===== src/rtl/hough_vote_sched.sv =====
// Edge-pixel vote scheduler: tracks raster position, thresholds pixels, queues edge
// coordinates and issues NTHETA vote requests per edge over a valid/ready handshake.
module hough_vote_sched #(
  parameter int COLS    = 10,
  parameter int ROWS    = 10,
  parameter int NTHETA  = 4,
  parameter int THETA_W = 4,
  parameter int DEPTH   = 4
) (
  input  logic               Clk,
  input  logic               nReset,
  input  logic               Start,
  input  logic [7:0]         Threshold,
  input  logic [7:0]         Pixel,
  input  logic               Frame,
  input  logic               Line,
  output logic               VoteValid,
  input  logic               VoteReady,
  output logic [7:0]         VoteX,
  output logic [7:0]         VoteY,
  output logic [THETA_W-1:0] VoteTheta,
  output logic               Busy,
  output logic               FrameDone,
  output logic               Overflow
);

  localparam int AW = (DEPTH > 1) ? $clog2(DEPTH) : 1;
  localparam logic [7:0]         COL_LAST   = 8'(COLS - 1);
  localparam logic [7:0]         ROW_LAST   = 8'(ROWS - 1);
  localparam logic [THETA_W-1:0] THETA_LAST = THETA_W'(NTHETA - 1);
  localparam logic [AW:0]        CNT_FULL   = (AW + 1)'(DEPTH);

  typedef enum logic [2:0] {
    IDLE  = 3'd0,
    SYNC  = 3'd1,
    RUN   = 3'd2,
    DRAIN = 3'd3,
    DONE  = 3'd4
  } state_t;

  state_t             state_r, state_nxt_s;
  logic [7:0]         thr_r;
  logic [7:0]         col_r, row_r, col_s, row_s;
  logic               classify_s, last_s, is_edge_s;
  logic               stg_valid_r;
  logic [7:0]         stg_col_r, stg_row_r;
  logic [15:0]        mem_r [DEPTH];
  logic [AW-1:0]      wr_ptr_r, rd_ptr_r;
  logic [AW:0]        cnt_r;
  logic               full_s, empty_s, push_s, pop_s, drop_s;
  logic               vote_valid_r;
  logic [7:0]         vote_x_r, vote_y_r;
  logic [THETA_W-1:0] vote_theta_r;
  logic               busy_r, done_r, ovf_r;

  assign VoteValid = vote_valid_r;
  assign VoteX     = vote_x_r;
  assign VoteY     = vote_y_r;
  assign VoteTheta = vote_theta_r;
  assign Busy      = busy_r;
  assign FrameDone = done_r;
  assign Overflow  = ovf_r;

  // Position of the current pixel and its edge classification
  always_comb begin
    col_s = col_r;
    row_s = row_r;
    if (Frame) begin
      col_s = 8'd0;
      row_s = 8'd0;
    end else if (Line) begin
      col_s = 8'd0;
      row_s = row_r + 8'd1;
    end else begin
      col_s = col_r + 8'd1;
      row_s = row_r;
    end
    classify_s = (state_r == RUN) || ((state_r == SYNC) && Frame);
    is_edge_s  = classify_s && (Pixel >= thr_r);
    last_s     = classify_s && (col_s == COL_LAST) && (row_s == ROW_LAST);
  end

  // FIFO flags and emitter pop; a pop frees room for a same-cycle push when full
  always_comb begin
    full_s  = (cnt_r == CNT_FULL);
    empty_s = (cnt_r == (AW + 1)'(0));
    pop_s   = !empty_s && (!vote_valid_r || (VoteReady && (vote_theta_r == THETA_LAST)));
    push_s  = stg_valid_r && (!full_s || pop_s);
    drop_s  = stg_valid_r && full_s && !pop_s;
  end

  // Next-state logic
  always_comb begin
    state_nxt_s = state_r;
    case (state_r)
      IDLE:  if (Start) state_nxt_s = SYNC; else state_nxt_s = IDLE;
      SYNC:  if (last_s) state_nxt_s = DRAIN;
             else if (Frame) state_nxt_s = RUN;
             else state_nxt_s = SYNC;
      RUN:   if (last_s) state_nxt_s = DRAIN; else state_nxt_s = RUN;
      DRAIN: if (!stg_valid_r && empty_s && !vote_valid_r) state_nxt_s = DONE;
             else state_nxt_s = DRAIN;
      DONE:  state_nxt_s = IDLE;
      default: state_nxt_s = IDLE;
    endcase
  end

  // State, latched threshold, position counters and status outputs
  always_ff @(posedge Clk or negedge nReset) begin
    if (!nReset) begin
      state_r     <= IDLE;
      thr_r       <= 8'd0;
      col_r       <= 8'd0;
      row_r       <= 8'd0;
      stg_valid_r <= 1'b0;
      stg_col_r   <= 8'd0;
      stg_row_r   <= 8'd0;
      busy_r      <= 1'b0;
      done_r      <= 1'b0;
      ovf_r       <= 1'b0;
    end else begin
      state_r     <= state_nxt_s;
      busy_r      <= (state_nxt_s != IDLE);
      done_r      <= (state_nxt_s == DONE);
      stg_valid_r <= is_edge_s;
      stg_col_r   <= col_s;
      stg_row_r   <= row_s;
      if (classify_s) begin
        col_r <= col_s;
        row_r <= row_s;
      end
      if ((state_r == IDLE) && Start) begin
        thr_r <= Threshold;
        ovf_r <= 1'b0;
      end else if (drop_s) begin
        ovf_r <= 1'b1;
      end
    end
  end

  // Edge-coordinate storage; contents are don't-care while the count is zero
  always_ff @(posedge Clk) begin
    if (push_s) mem_r[wr_ptr_r] <= {stg_col_r, stg_row_r};
  end

  // FIFO pointers and occupancy
  always_ff @(posedge Clk or negedge nReset) begin
    if (!nReset) begin
      wr_ptr_r <= AW'(0);
      rd_ptr_r <= AW'(0);
      cnt_r    <= (AW + 1)'(0);
    end else begin
      if (push_s) wr_ptr_r <= wr_ptr_r + AW'(1);
      if (pop_s)  rd_ptr_r <= rd_ptr_r + AW'(1);
      case ({push_s, pop_s})
        2'b10:   cnt_r <= cnt_r + (AW + 1)'(1);
        2'b01:   cnt_r <= cnt_r - (AW + 1)'(1);
        default: cnt_r <= cnt_r;
      endcase
    end
  end

  // Vote emitter: walks theta 0..NTHETA-1 for the working coordinate
  always_ff @(posedge Clk or negedge nReset) begin
    if (!nReset) begin
      vote_valid_r <= 1'b0;
      vote_x_r     <= 8'd0;
      vote_y_r     <= 8'd0;
      vote_theta_r <= THETA_W'(0);
    end else if (pop_s) begin
      {vote_x_r, vote_y_r} <= mem_r[rd_ptr_r];
      vote_theta_r         <= THETA_W'(0);
      vote_valid_r         <= 1'b1;
    end else if (vote_valid_r && VoteReady) begin
      if (vote_theta_r != THETA_LAST) vote_theta_r <= vote_theta_r + THETA_W'(1);
      else vote_valid_r <= 1'b0;
    end
  end

endmodule


===== config.mk =====
export PLATFORM = sky130hd
export DESIGN_NAME = hough_vote_sched
export DESIGN_NICKNAME = d
export VERILOG_FILES = /design/src/rtl/hough_vote_sched.sv
export SDC_FILE = /design/constraint.sdc
export NUM_CORES = 1
export LEC_CHECK = 0
export ABC_CLOCK_PERIOD_IN_PS = 2300
export BUFFER_PORTS_ARGS = -buffer_cell sky130_fd_sc_hd__buf_2
export CORE_MARGIN = 1.5
export CORE_UTILIZATION = 25
export CTS_CLUSTER_DIAMETER = 200
export DETAILED_ROUTE_END_ITERATION = 10
export PLACE_DENSITY = 0.52
export SETUP_SLACK_MARGIN = 0.1
export SLEW_MARGIN = 15
export SYNTH_ARGS = -nofsm -noshare
export SYNTH_HDL_FRONTEND = slang
export SYNTH_SLANG_ARGS = --single-unit

===== constraint.sdc =====
create_clock -name Clk -period 2.3 [get_ports Clk]
set_input_delay 0.115 -clock Clk [delete_from_list [all_inputs] [get_ports Clk]]
set_output_delay 0.115 -clock Clk [all_outputs]
set_load 0.01 [all_outputs]

* Yosys cells after proc, flatten, opt, wreduce, memory -nomap -nowiden
Memories as Yosys holds them, arrays and structs flattened. A register that Yosys moved wholly into a read port is not among the register bits.
Cells that the tools add are included.
** Cells by class
- Add/sub/neg operators :: 7
- Shift operators :: 0
- Muxes and demuxes :: 21
- Bitwise operators :: 0
- Reductions and logical operators :: 31
- Magnitude comparators :: 1
- Equal/unequal tests :: 12
- $mul :: 0
- Div/mod/pow operators :: 0
** Operators by type and width (count)
- $mux W8 :: 4
- $add A8 B1 Y8 const B :: 2
- $eq A8 B4 Y1 const B :: 2
- $logic_and A1 B1 Y1 :: 13
- $mux W4 :: 3
- $pmux W3 S4 :: 1
- $mux W1 :: 9
- $ge A8 B8 Y1 :: 1
- $reduce_bool A2 Y1 :: 4
- $eq A3 B2 Y1 const B :: 2
- $eq A3 B3 Y1 const B :: 2
- $logic_not A1 Y1 :: 6
- $logic_not A3 Y1 :: 2
- $pmux W3 S2 :: 1
- $add A2 B1 Y2 const B :: 2
- $add A4 B1 Y4 const B :: 1
- $eq A4 B2 Y1 const B :: 1
- $mux W2 :: 2
- $ne A4 B2 Y1 const B :: 1
- $reduce_and A2 Y1 :: 2
- $add A3 B1 Y3 const B :: 1
- $eq A3 B1 Y1 const B :: 1
- $logic_or A1 B1 Y1 :: 3
- $mux W3 :: 1
- other kinds (5) :: 5
** Storage, ports and cells
- Latch bits :: 0
- Input bits :: 22
- Memories :: 1
- Bits in read-only memories :: 0
- Bits in registers :: 59
- Output and inout port bits :: 24
- Memory bits (writable) :: 64
** Memories
- mem_r :: depth 4, width 16, rd ports 1, clocked after memory_dff 1, write ports 1, line 47 : logic [15:0] mem_r [DEPTH];

* Depth between registers and ports, before layout
- Depth after elaboration :: 9
- Depth in mapped cells :: 10
- Mapped depth without buffers :: 10

* Worst setup path after synthesis
Ideal clock, no wire load.
- Path kind :: reg-to-reg
- Start point :: register vote_theta_r[0], in the netlist VoteTheta[0]
- End point :: register cnt_r[2]
- Path buffers :: 0
- Data required time :: 2221 ps
- Stages on the path, launching flop included :: 11
- Setup slack :: 80 ps
- Clock period less this slack :: 2220 ps
- Setup time :: 79 ps
- Arrival time :: 2141 ps
- Cells stage by stage :: dfrtp_1 -> ha_1 -> a31oi_1 -> a31oi_1 -> inv_1 -> ha_1 -> inv_1 -> fa_1 -> xor2_1 -> nor2_1 -> xor2_1
** On the way
- Cells in the longest elaborated chain, start to end :: 8
- Elaborated cells between the ends (all ways) :: 10
** Ends and longest elaborated chain
- start: declaration :: line 53 : logic [THETA_W-1:0] vote_theta_r;
- start signal: assignment :: line 175 : if (vote_theta_r != THETA_LAST) vote_theta_r <= vote_theta_r + THETA_W'(1);
- $eq A4 B2 Y1 * :: line 87 : pop_s = !empty_s && (!vote_valid_r || (VoteReady && (vote_theta_r == THETA_LAST)));
- $logic_and A1 B1 Y1 * :: line 87
- $logic_or A1 B1 Y1 * :: line 87
- $logic_and A1 B1 Y1 * :: line 87
- $logic_or A1 B1 Y1 :: line 88 : push_s = stg_valid_r && (!full_s || pop_s);
- $logic_and A1 B1 Y1 :: line 88
- $eq A2 B1 Y1 / $eq A2 B2 Y1 (equally long branches) :: line 155 : case ({push_s, pop_s})
- $pmux W3 S2 / $reduce_bool A2 Y1 (equally long branches)
- end signal: assignment :: line 156 : 2'b10: cnt_r <= cnt_r + (AW + 1)'(1);
- end signal: assignment :: line 157 : 2'b01: cnt_r <= cnt_r - (AW + 1)'(1);
- end signal: assignment :: line 158 : default: cnt_r <= cnt_r;
- end: declaration :: line 49 : logic [AW:0] cnt_r;
Mark *: on every way between the ends. The rest lies on a longest branch, timed or not.
A chain may end at the register's enable or synchronous reset.

* Worst setup path in the final report
- Start point :: register vote_theta_r[1], in the netlist VoteTheta[1]
- End point :: register cnt_r[2]
Same word-level chain as after synthesis.

==> impl_results.md <==
* Internal at 5.80 mW
* WP data arrival at 2.43 ns
* IO Count at 46
* Number of global-route vias before repair at 3469
* IO Port Bufs at 45
* Placer Congestion at 0.743
* Warnings from Yosys at 0
* Die Span X at 156 µm
* Post-Syn Nets at 438
* Antenna diodes at 0
* Synthesized area at 5860 µm²
* Number of synthesized flops with an enable pin at 64
* Clock skew at 0.00949 ns
* Maximum vdd drop at 0.527 mV
* Core Region at 22800 µm²
* Leakage at 2.90 nW
* Cell with the most instances after synthesis: dfrtp_1
* Mapped Cells at 399
* Max incr delay on CP at 0.41 ns
* Final hold vios at 0
* Tot GR Track Use at 9.88%
* Post-route setup slack at 0.209 ns
* Remaining Overflow, GRT at 0
* Area added between synthesis and finish at 23.6%
* Die area at 24400 µm²
* Sequential Power Share at 41.7%
* Synth top cells by count: dfrtp_1, edfxtp_1, nor2_1
* Layout cells sized above 1 at 31.2%
* Placed cell areas at 6480 µm²
* RSZ-0062 raised after global routing: false
* Worst-margin pin slew at 0.565 ns
* Clock power share at 32.5%
* Clk buf depth at 2
* First-pass GRT wire length at 18200 µm
* Pre-CTS WS at -0.0114 ns
* H-tree Lvls at 4
* Post-layout min period at 2.09 ns
* Seq/Total Area, Yosys at 64.8%
* Initial DRC count at 183
* Combinational fraction of design power at 25.8%
* Period utilisation layout at 90.9%
* HPWL Detailed at 7190 µm
* Min-delay src: VoteReady
* Sw power at 2.51 mW
* Setup Crit Path Kind: register to register
* PwrDens at 1150 nW/µm²
* ANT nets after route at 0
* Share of the synthesized area in the top cell type at 32.8%
* CP Launch Type: register
* Worst-path maximum fanout at 4
* CTS tree: done
* Routed vias/inst at 4.17
* Wire length per cell at 13.8 µm
* Critical path endpoint category: register
* Initial antenna violation count at 1
* DR pass1 iterations at 5
* Area leader, netlist: edfxtp_1
* Max-cap violations at 0
* Largest net degree at the start of global routing at 44
* Leading post-synthesis cells by cell area: edfxtp_1, dfrtp_1, mux4_2
* Final Instance Area at 7240 µm²
* # setup viols final at 0
* Count of different cell masters after synthesis at 49
* Syn Area/Cell at 14.7 µm²
* Critical path's slowest cell: dfrtp_1
* Clk slew on worst S/H paths at 0.06 ns
* Nets at 510
* CTS Buf Count at 17
* Total wire length at 11000 µm
* Vias at 3326
* Worst r2r src: VoteTheta[1]
* Clock root cell: clkbuf_16
* Slew headroom at 62.1%
* Num Clock Sinks at 139
* CP startpoint: VoteTheta[1]
* Fmax at 478 MHz
* Synth async-reset ratio at 54.0%
* #FFs+latches synth at 139
* Worst-Skew Late Latency at 0.42 ns
* CP cell instances: ha_4 -> a31oi_4 -> a31oi_4 -> inv_2 -> ha_2 -> inv_1 -> fa_2 -> xor2_1 -> nor2_1 -> xor2_1
* DRC errors left at 0
* Die Y at 156 µm
* Worst EP required at 2.64 ns
* Hold crit path type: primary input to register
* Starting density of the core at 25.6%
* FP Rows at 55
* Main synth FF type: dfrtp_1
* Net Sw Frac at 30.2%
* Fin. max-slew vios at 0
* Status: complete, no violations
area by class of cell:
| type | instances | area (µm²) |
|---|---|---|
| timing repair buffer | 71 | 460 |
| inverter | 19 | 71.3 |
| fill | 2300 | 15600 |
| clock inverter | 15 | 160 |
| clock buffer | 17 | 425 |
| sequential | 139 | 3800 |
| multi-input combinational | 223 | 1930 |
| tap | 313 | 392 |
power groups by stage:
stage                     registers, mW  logic, mW  clock network [mW]
after floorplan                    3.49       1.47                   0
after global placement             3.48       2.04                   0
after detailed placement           3.52       2.10                   0
after CTS                          3.47       2.17                2.77
after global routing               3.55       2.41                2.89
final                              3.47       2.15                2.70
flip-flops by register name (all words and copies together) (netlist names), 2 cells and up:
| signal | cells |
|---|---|
| mem_r | 64 |
| VoteX | 8 |
| VoteY | 8 |
| col_r | 8 |
| row_r | 8 |
| stg_col_r | 8 |
| stg_row_r | 8 |
| thr_r | 8 |
| VoteTheta | 4 |
| cnt_r | 3 |
| state_r | 3 |
| rd_ptr_r | 2 |
| wr_ptr_r | 2 |
worst paths after layout:
check                                to  slack (ns)  cells past startpoint
setup reg to reg               cnt_r[2]        0.21                     10
max in group asynchronous  VoteTheta[0]        1.49                      3
setup / recovery               cnt_r[2]        0.21                     10
min in group asynchronous      VoteY[6]        0.20                      2
hold reg to reg             mem_r[3][7]        0.49                      0
hold / removal             VoteTheta[1]        0.06                      3
worst max-delay path: cells and delay by family, from the launching register on:
family / cells / cell delay, ns
fa+ha+maj: 3 / 0.69
flops: 1 / 0.41
compound gates: 2 / 0.34
xor+xnor: 2 / 0.30
simple gates: 1 / 0.14
buf+inv: 2 / 0.13
cells by family (layout without fill, tap and decap cells):
group / Yosys count / after routing / share of synthesized area, %
buf+inv: 37 / 122 / 3.03
simple gates: 96 / 96 / 8.54
xor+xnor: 21 / 21 / 3.14
flops: 139 / 139 / 64.8
compound gates: 45 / 45 / 5.19
mux: 44 / 44 / 11.5
fa+ha+maj: 17 / 17 / 3.76
layout by cell type (no fill, tap or decap), types with 4 or more instances in the layout:
cell type      synthesis  final
inv_1                 19     18
xnor2_1               10     10
inv_6                  0      5
nor3b_1                4      4
and2_1                 6      6
buf_2                 10     44
clkbuf_16              0     17
buf_4                  1     16
nand2_1               21     21
edfxtp_1              64     64
mux4_2                16     16
mux2_2                26     26
dlygate4sd3_1          0     10
o21ai_0               20     20
ha_1                  16     14
xor2_1                11     11
nand2b_1               4      4
nand3_1                8      8
nor2_1                31     30
o31ai_1                4      4
dfrtp_1               75     75
nor3_1                 6      6
what timing repair did:
action / CTS / global route
setup endpoints to repair: 1 / 1
setup buffers: 2 / 3
resized for setup: 3 / 4
hold buffers: 10 / 0
endpoints found under the hold margin: 41 / 0
pin swaps: 1 / 4
routing by layer:
metal / GRT usage [%] / part of all wire, % / vias up
li1: - / - / 1595
met1: 12.4 / 46 / 1650
met2: 15.4 / 48 / 67
met3: 3.97 / 4.9 / 12
met4: 3.49 / 1.2 / 2
met5: 0 / 0.12 / -
metrics by stage:
stage,util (%),cells,setup TNS [ns],power [mW],hold slack (ns)
after floorplan,-,399,0,4.96,-0.181
after global placement,28.4,750,0,5.52,0.110
after detailed placement,28.4,750,-0.0114,5.61,0.120
after CTS,31.5,794,0,8.41,0.0334
after global routing,31.7,797,0,8.86,0.104
final,31.7,797,0,8.31,0.0601
(Power assumes the default switching activity.)
